$ cat src/rtl/bcd_operand_entry.sv
// BCD operand entry: shifts key digits into an N-digit operand, hands it off over valid/ready.
// Optional build macro LEADING_ZERO_BLANK_EN blanks unused high-order displays.
module bcd_operand_entry #(
    parameter int DIGITS         = 3,
    parameter bit SEG_ACTIVE_LOW = 1'b1
) (
    input  logic                  CLOCK_50,
    input  logic                  reset,
    input  logic                  key_pulse,
    input  logic [3:0]            key_code,
    input  logic                  op_ready,
    output logic [4*DIGITS-1:0]   operand,
    output logic [3:0]            digit_count,
    output logic                  op_valid,
    output logic                  overflow,
    output logic [7*DIGITS-1:0]   hex
);

    localparam int         OPW       = 4 * DIGITS;
    localparam logic [3:0] CNT_MAX   = 4'(DIGITS);
    localparam logic [3:0] KEY_CLEAR = 4'hA;
    localparam logic [3:0] KEY_BS    = 4'hB;
    localparam logic [3:0] KEY_ENTER = 4'hC;

    typedef enum logic [1:0] {ST_ENTRY, ST_FULL, ST_COMMIT} state_t;

    state_t           r_state, w_state_nxt;
    logic [OPW-1:0]   r_operand, w_operand_nxt;
    logic [3:0]       r_count, w_count_nxt;
    logic             r_valid, w_valid_nxt;
    logic             r_ovf, w_ovf_nxt;
    logic [OPW-1:0]   w_shifted;

    function automatic logic [6:0] seg_decode(input logic [3:0] d);
        logic [6:0] s;
        case (d)
            4'd0:    s = 7'h3F;
            4'd1:    s = 7'h06;
            4'd2:    s = 7'h5B;
            4'd3:    s = 7'h4F;
            4'd4:    s = 7'h66;
            4'd5:    s = 7'h6D;
            4'd6:    s = 7'h7D;
            4'd7:    s = 7'h07;
            4'd8:    s = 7'h7F;
            4'd9:    s = 7'h6F;
            default: s = 7'h00;
        endcase
        return s;
    endfunction

    // Written as a shift so the DIGITS = 1 case needs no special slice.
    assign w_shifted = (r_operand << 4) | OPW'(key_code);

    always_ff @(posedge CLOCK_50) begin
        if (reset) begin
            r_state   <= ST_ENTRY;
            r_operand <= '0;
            r_count   <= '0;
            r_valid   <= 1'b0;
            r_ovf     <= 1'b0;
        end else begin
            r_state   <= w_state_nxt;
            r_operand <= w_operand_nxt;
            r_count   <= w_count_nxt;
            r_valid   <= w_valid_nxt;
            r_ovf     <= w_ovf_nxt;
        end
    end

    always_comb begin
        w_state_nxt   = r_state;
        w_operand_nxt = r_operand;
        w_count_nxt   = r_count;
        w_valid_nxt   = r_valid;
        w_ovf_nxt     = r_ovf;
        case (r_state)
            ST_ENTRY, ST_FULL: begin
                if (key_pulse) begin
                    if (key_code <= 4'd9) begin
                        if (r_state == ST_FULL) begin
                            w_ovf_nxt = 1'b1;
                        end else if (!(r_count == 4'd0 && key_code == 4'd0)) begin
                            w_operand_nxt = w_shifted;
                            w_count_nxt   = r_count + 4'd1;
                            if (r_count + 4'd1 == CNT_MAX)
                                w_state_nxt = ST_FULL;
                        end
                    end else if (key_code == KEY_CLEAR) begin
                        w_operand_nxt = '0;
                        w_count_nxt   = '0;
                        w_ovf_nxt     = 1'b0;
                        w_state_nxt   = ST_ENTRY;
                    end else if (key_code == KEY_BS) begin
                        if (r_count != 4'd0) begin
                            w_operand_nxt = r_operand >> 4;
                            w_count_nxt   = r_count - 4'd1;
                            w_ovf_nxt     = 1'b0;
                            w_state_nxt   = ST_ENTRY;
                        end
                    end else if (key_code == KEY_ENTER) begin
                        w_valid_nxt = 1'b1;
                        w_state_nxt = ST_COMMIT;
                    end
                end
            end
            ST_COMMIT: begin
                // Clear aborts a pending transfer; other keys are dropped while committed.
                if ((r_valid && op_ready) || (key_pulse && key_code == KEY_CLEAR)) begin
                    w_valid_nxt   = 1'b0;
                    w_operand_nxt = '0;
                    w_count_nxt   = '0;
                    w_ovf_nxt     = 1'b0;
                    w_state_nxt   = ST_ENTRY;
                end
            end
            default: w_state_nxt = ST_ENTRY;
        endcase
    end

    assign operand     = r_operand;
    assign digit_count = r_count;
    assign op_valid    = r_valid;
    assign overflow    = r_ovf;

    for (genvar i = 0; i < DIGITS; i++) begin : g_disp
        logic       w_blank;
        logic [6:0] w_seg;
`ifdef LEADING_ZERO_BLANK_EN
        if (i == 0) begin : g_d0
            assign w_blank = 1'b0;
        end else begin : g_dn
            assign w_blank = (r_count <= 4'(i));
        end
`else
        assign w_blank = 1'b0;
`endif
        assign w_seg = w_blank ? 7'h00 : seg_decode(r_operand[4*i +: 4]);
        assign hex[7*i +: 7] = SEG_ACTIVE_LOW ? ~w_seg : w_seg;
    end

endmodule

$ cat config.mk
export PLATFORM = sky130hd
export DESIGN_NAME = bcd_operand_entry
export DESIGN_NICKNAME = d
export VERILOG_FILES = /design/src/rtl/bcd_operand_entry.sv
export SDC_FILE = /design/constraint.sdc
export NUM_CORES = 1
export LEC_CHECK = 0
export CORE_MARGIN = 1.5
export CORE_UTILIZATION = 58
export DETAILED_ROUTE_END_ITERATION = 12
export PLACE_DENSITY = 0.93
export SKIP_CTS_REPAIR_TIMING = 1
export SYNTH_ARGS = -nofsm -noshare
export SYNTH_HDL_FRONTEND = slang
export SYNTH_SLANG_ARGS = --single-unit
$ cat constraint.sdc
create_clock -name CLOCK_50 -period 9.1 [get_ports CLOCK_50]
set_input_delay 2.275 -clock CLOCK_50 [delete_from_list [all_inputs] [get_ports CLOCK_50]]
set_output_delay 2.275 -clock CLOCK_50 [all_outputs]
set_load 0.005 [all_outputs]
==> flow_summary.json <==
{
  "status": "finished clean",
  "gp_congestion": 0.865,
  "netlist.area_leader.share_pct": 28.7,
  "antenna_found_initial": 0,
  "drt-pass1-iter-count": 5,
  "nNetsFinal": 416,
  "critPathLaunchType": "primary input",
  "cts_htree_levels": 2,
  "required_ns": 9.28,
  "area_growth_pct": 19.0,
  "final_layout_size_suffix_gt1_share_pct": 8.29,
  "via_per_inst": 5.95,
  "post_dp_cell_area_mm2": 0.00331,
  "vdd.ir_drop.worst_mv": 0.111,
  "remaining_drc_errors": 0,
  "slowest_stage": "clkdlybuf4s50_1",
  "synth_area_mm2": 0.00286,
  "syn-num-nets": 383,
  "worstMarginPinSlew_ns": 0.938,
  "root_buffer": "clkbuf_8",
  "drv_slew": 0,
  "grt-ovfl-total": 0,
  "period_share_pct": 65.9,
  "powerDensity_mw_per_mm2": 144,
  "synthMuxAreaShare_pct": 6.03,
  "endpoint_kind": "register",
  "yosys_warnings": 0,
  "ys.flop_type": "dfxtp_1",
  "yosysUniqueCellTypes": 71,
  "crit_chain": "clkdlybuf4s50_1 > o21ai_2 > a22oi_1 > o211a_1 > nor2_1 > a311oi_2 > inv_1 > ha_1 > o21ai_0 > nand2_1 > a31o_1",
  "ios": 47,
  "rows": 25,
  "track_usage_pct": 26.4,
  "synth_simple_gate_area_share_pct": 19.8,
  "cap_violations": 0,
  "synth_top_area_cell": "dfxtp_1",
  "core_area_mm2": 0.00475,
  "setup_viol": 0,
  "antenna_left": 0,
  "antennaDiodeCount": 0,
  "finalSetupTns_ns": 0,
  "ys_seq_area_share_pct": 28.7,
  "initial_core_util_pct": 60.2,
  "hold_viol": 0,
  "grt_max_degree": 40,
  "portBuffers": 46,
  "clock_skew_ns": 0.00605,
  "cts_buffers": 5,
  "clkTransAtPathRegs_ns": 0.07,
  "synthTopCellsByArea": "dfxtp_1, ha_1, inv_1",
  "synth_adder_area_share_pct": 9.61,
  "cts_num_sinks": 41,
  "synthCells": 353,
  "rsz0062_at_grt": "false",
  "post-route-min-period_ns": 6.00,
  "fmax_ghz": 0.167,
  "slowest_delay_ns": 0.89,
  "drtIter0Drc": 344,
  "hpwl_um": 4790,
  "syn_avg_cell_area_um2": 8.11,
  "fp.dieH_um": 73.3,
  "wire_per_inst_um": 15.2,
  "grt_pass1_vias": 2426,
  "wirelength_um": 6900,
  "path_class": "primary input to register",
  "final_cell_area_mm2": 0.00341,
  "hp-class": "register to register",
  "clock_latency_ns": 0.29,
  "worst_ep_arrival_time_ns": 6.18,
  "die_w_um": 73.3,
  "ys_async_sr_fraction_pct": 0,
  "synth_edf_count": 0,
  "clk_path_buf_depth": 2,
  "synth_top_family_by_area": "compound AO/OA/AOI/OAI gates",
  "die_area_mm2": 0.00537,
  "synth_compound_area_share_pct": 24.6,
  "cts_tree": "yes",
  "slew_headroom_pct": 37.4,
  "ys_seq_elements": 41,
  "leakage_nw": 1.47,
  "path_max_fanout": 24,
  "grt_pass1_wl_um": 11200,
  "synth_xor_area_share_pct": 1.22,
  "vias": 2696
}
## worst max-delay path, delay by kind of cell
family / cells / cell delay (ns)
fa+ha+maj: 1 / 0.25
compound gates: 6 / 2.37
simple gates: 2 / 0.22
buf+inv: 2 / 1.05
## report_power, final
group	internal [mW]	switching [mW]	leakage [nW]	total [mW]
combinational	0.0675	0.0733	1.08	0.141
clock	0.0797	0.0605	0.0540	0.140
sequential	0.195	0.0137	0.335	0.208
total	0.342	0.148	1.47	0.489
## metal layers
metal / GRT usage, % / up-vias / wire [um]
li1: - / 1318 / -
met1: 35.5 / 1253 / 3040
met2: 44.2 / 114 / 3350
met3: 3.57 / 11 / 418
met4: 6.92 / 0 / 85
met5: 0 / - / 0
## logic make-up after synthesis
kind of cell,count (synthesis)
simple gates,107
compound gates,98
buf+inv,67
flops,41
fa+ha+maj,22
mux,14
xor+xnor,4
## layout by cell type, fill, tap and decap left out, types with 4 or more instances in the layout
master	n
and3_1	4
nor2b_1	10
clkdlybuf4s50_1	46
a211oi_1	4
clkbuf_8	5
mux2i_1	10
o211ai_1	5
dfxtp_1	41
a31oi_1	5
a21o_1	4
nor3_1	9
nand2_1	25
o21ai_0	13
a21oi_1	20
inv_1	41
nand3_1	7
nor2_1	24
o22ai_1	4
o21ai_1	6
nand4_1	4
ha_1	22
## final timing paths
| kind | endpoint | cells after the start | from | slack [ns] |
|---|---|---|---|---|
| max | g_disp[0].w_seg[5] | 11 | key_code[3] | 3.10 |
| min | overflow | 2 | overflow | 0.51 |
| max reg2reg | g_disp[0].w_seg[5] | 12 | digit_count[0] | 5.20 |
| min reg2reg | overflow | 2 | overflow | 0.51 |
## flip-flops by register name (all words and copies together) (netlist names)
register and flops:
digit_count 4, r_state 2, overflow 1, operand 12
g_disp.w_seg 21, op_valid 1
## through the flow
step                utilization [%]  total power [mW]  worst slack (ns)  cells  hold WS, ns
CTS                            71.7             0.490              3.17    453        0.512
global route                   71.7             0.514              2.92    453        0.554
detailed placement             69.5             0.350              2.91    446        0.496
floorplan                         -             0.301              4.40    353        0.477
global placement               69.5             0.345              3.09    446        0.476
finish                         71.7             0.489              3.10    453        0.507
## layout make-up
class                           instances  area, um2
Clock inverter                          2       35.0
Sequential cell                        41        821
Tap cell                               67       83.8
Timing Repair Buffer                   48        475
Fill cell                             374       1350
Clock buffer                            5       68.8
Inverter                               45        169
Multi-Input combinational cell        245       1760
## Yosys cell counts (3+ instances only)
master / number
nor2_1: 24
xnor2_1: 3
inv_1: 41
dfxtp_1: 41
and3_1: 4
buf_6: 3
clkbuf_1: 8
a22oi_1: 3
a31oi_1: 5
nor2b_1: 10
nand2b_1: 3
a221o_1: 3
o21ai_0: 13
o21ai_1: 6
nand3_1: 7
o211ai_1: 5
nor4_1: 3
a21oi_1: 20
nand2_1: 25
a22o_1: 3
a21o_1: 4
mux2i_1: 10
o22ai_1: 4
inv_2: 3
a211oi_1: 4
ha_1: 22
buf_2: 7
buf_1: 3
nor3_2: 3
nand4_1: 4
nor3_1: 9
No activity file was read; power rests on OpenSTA's default activity.
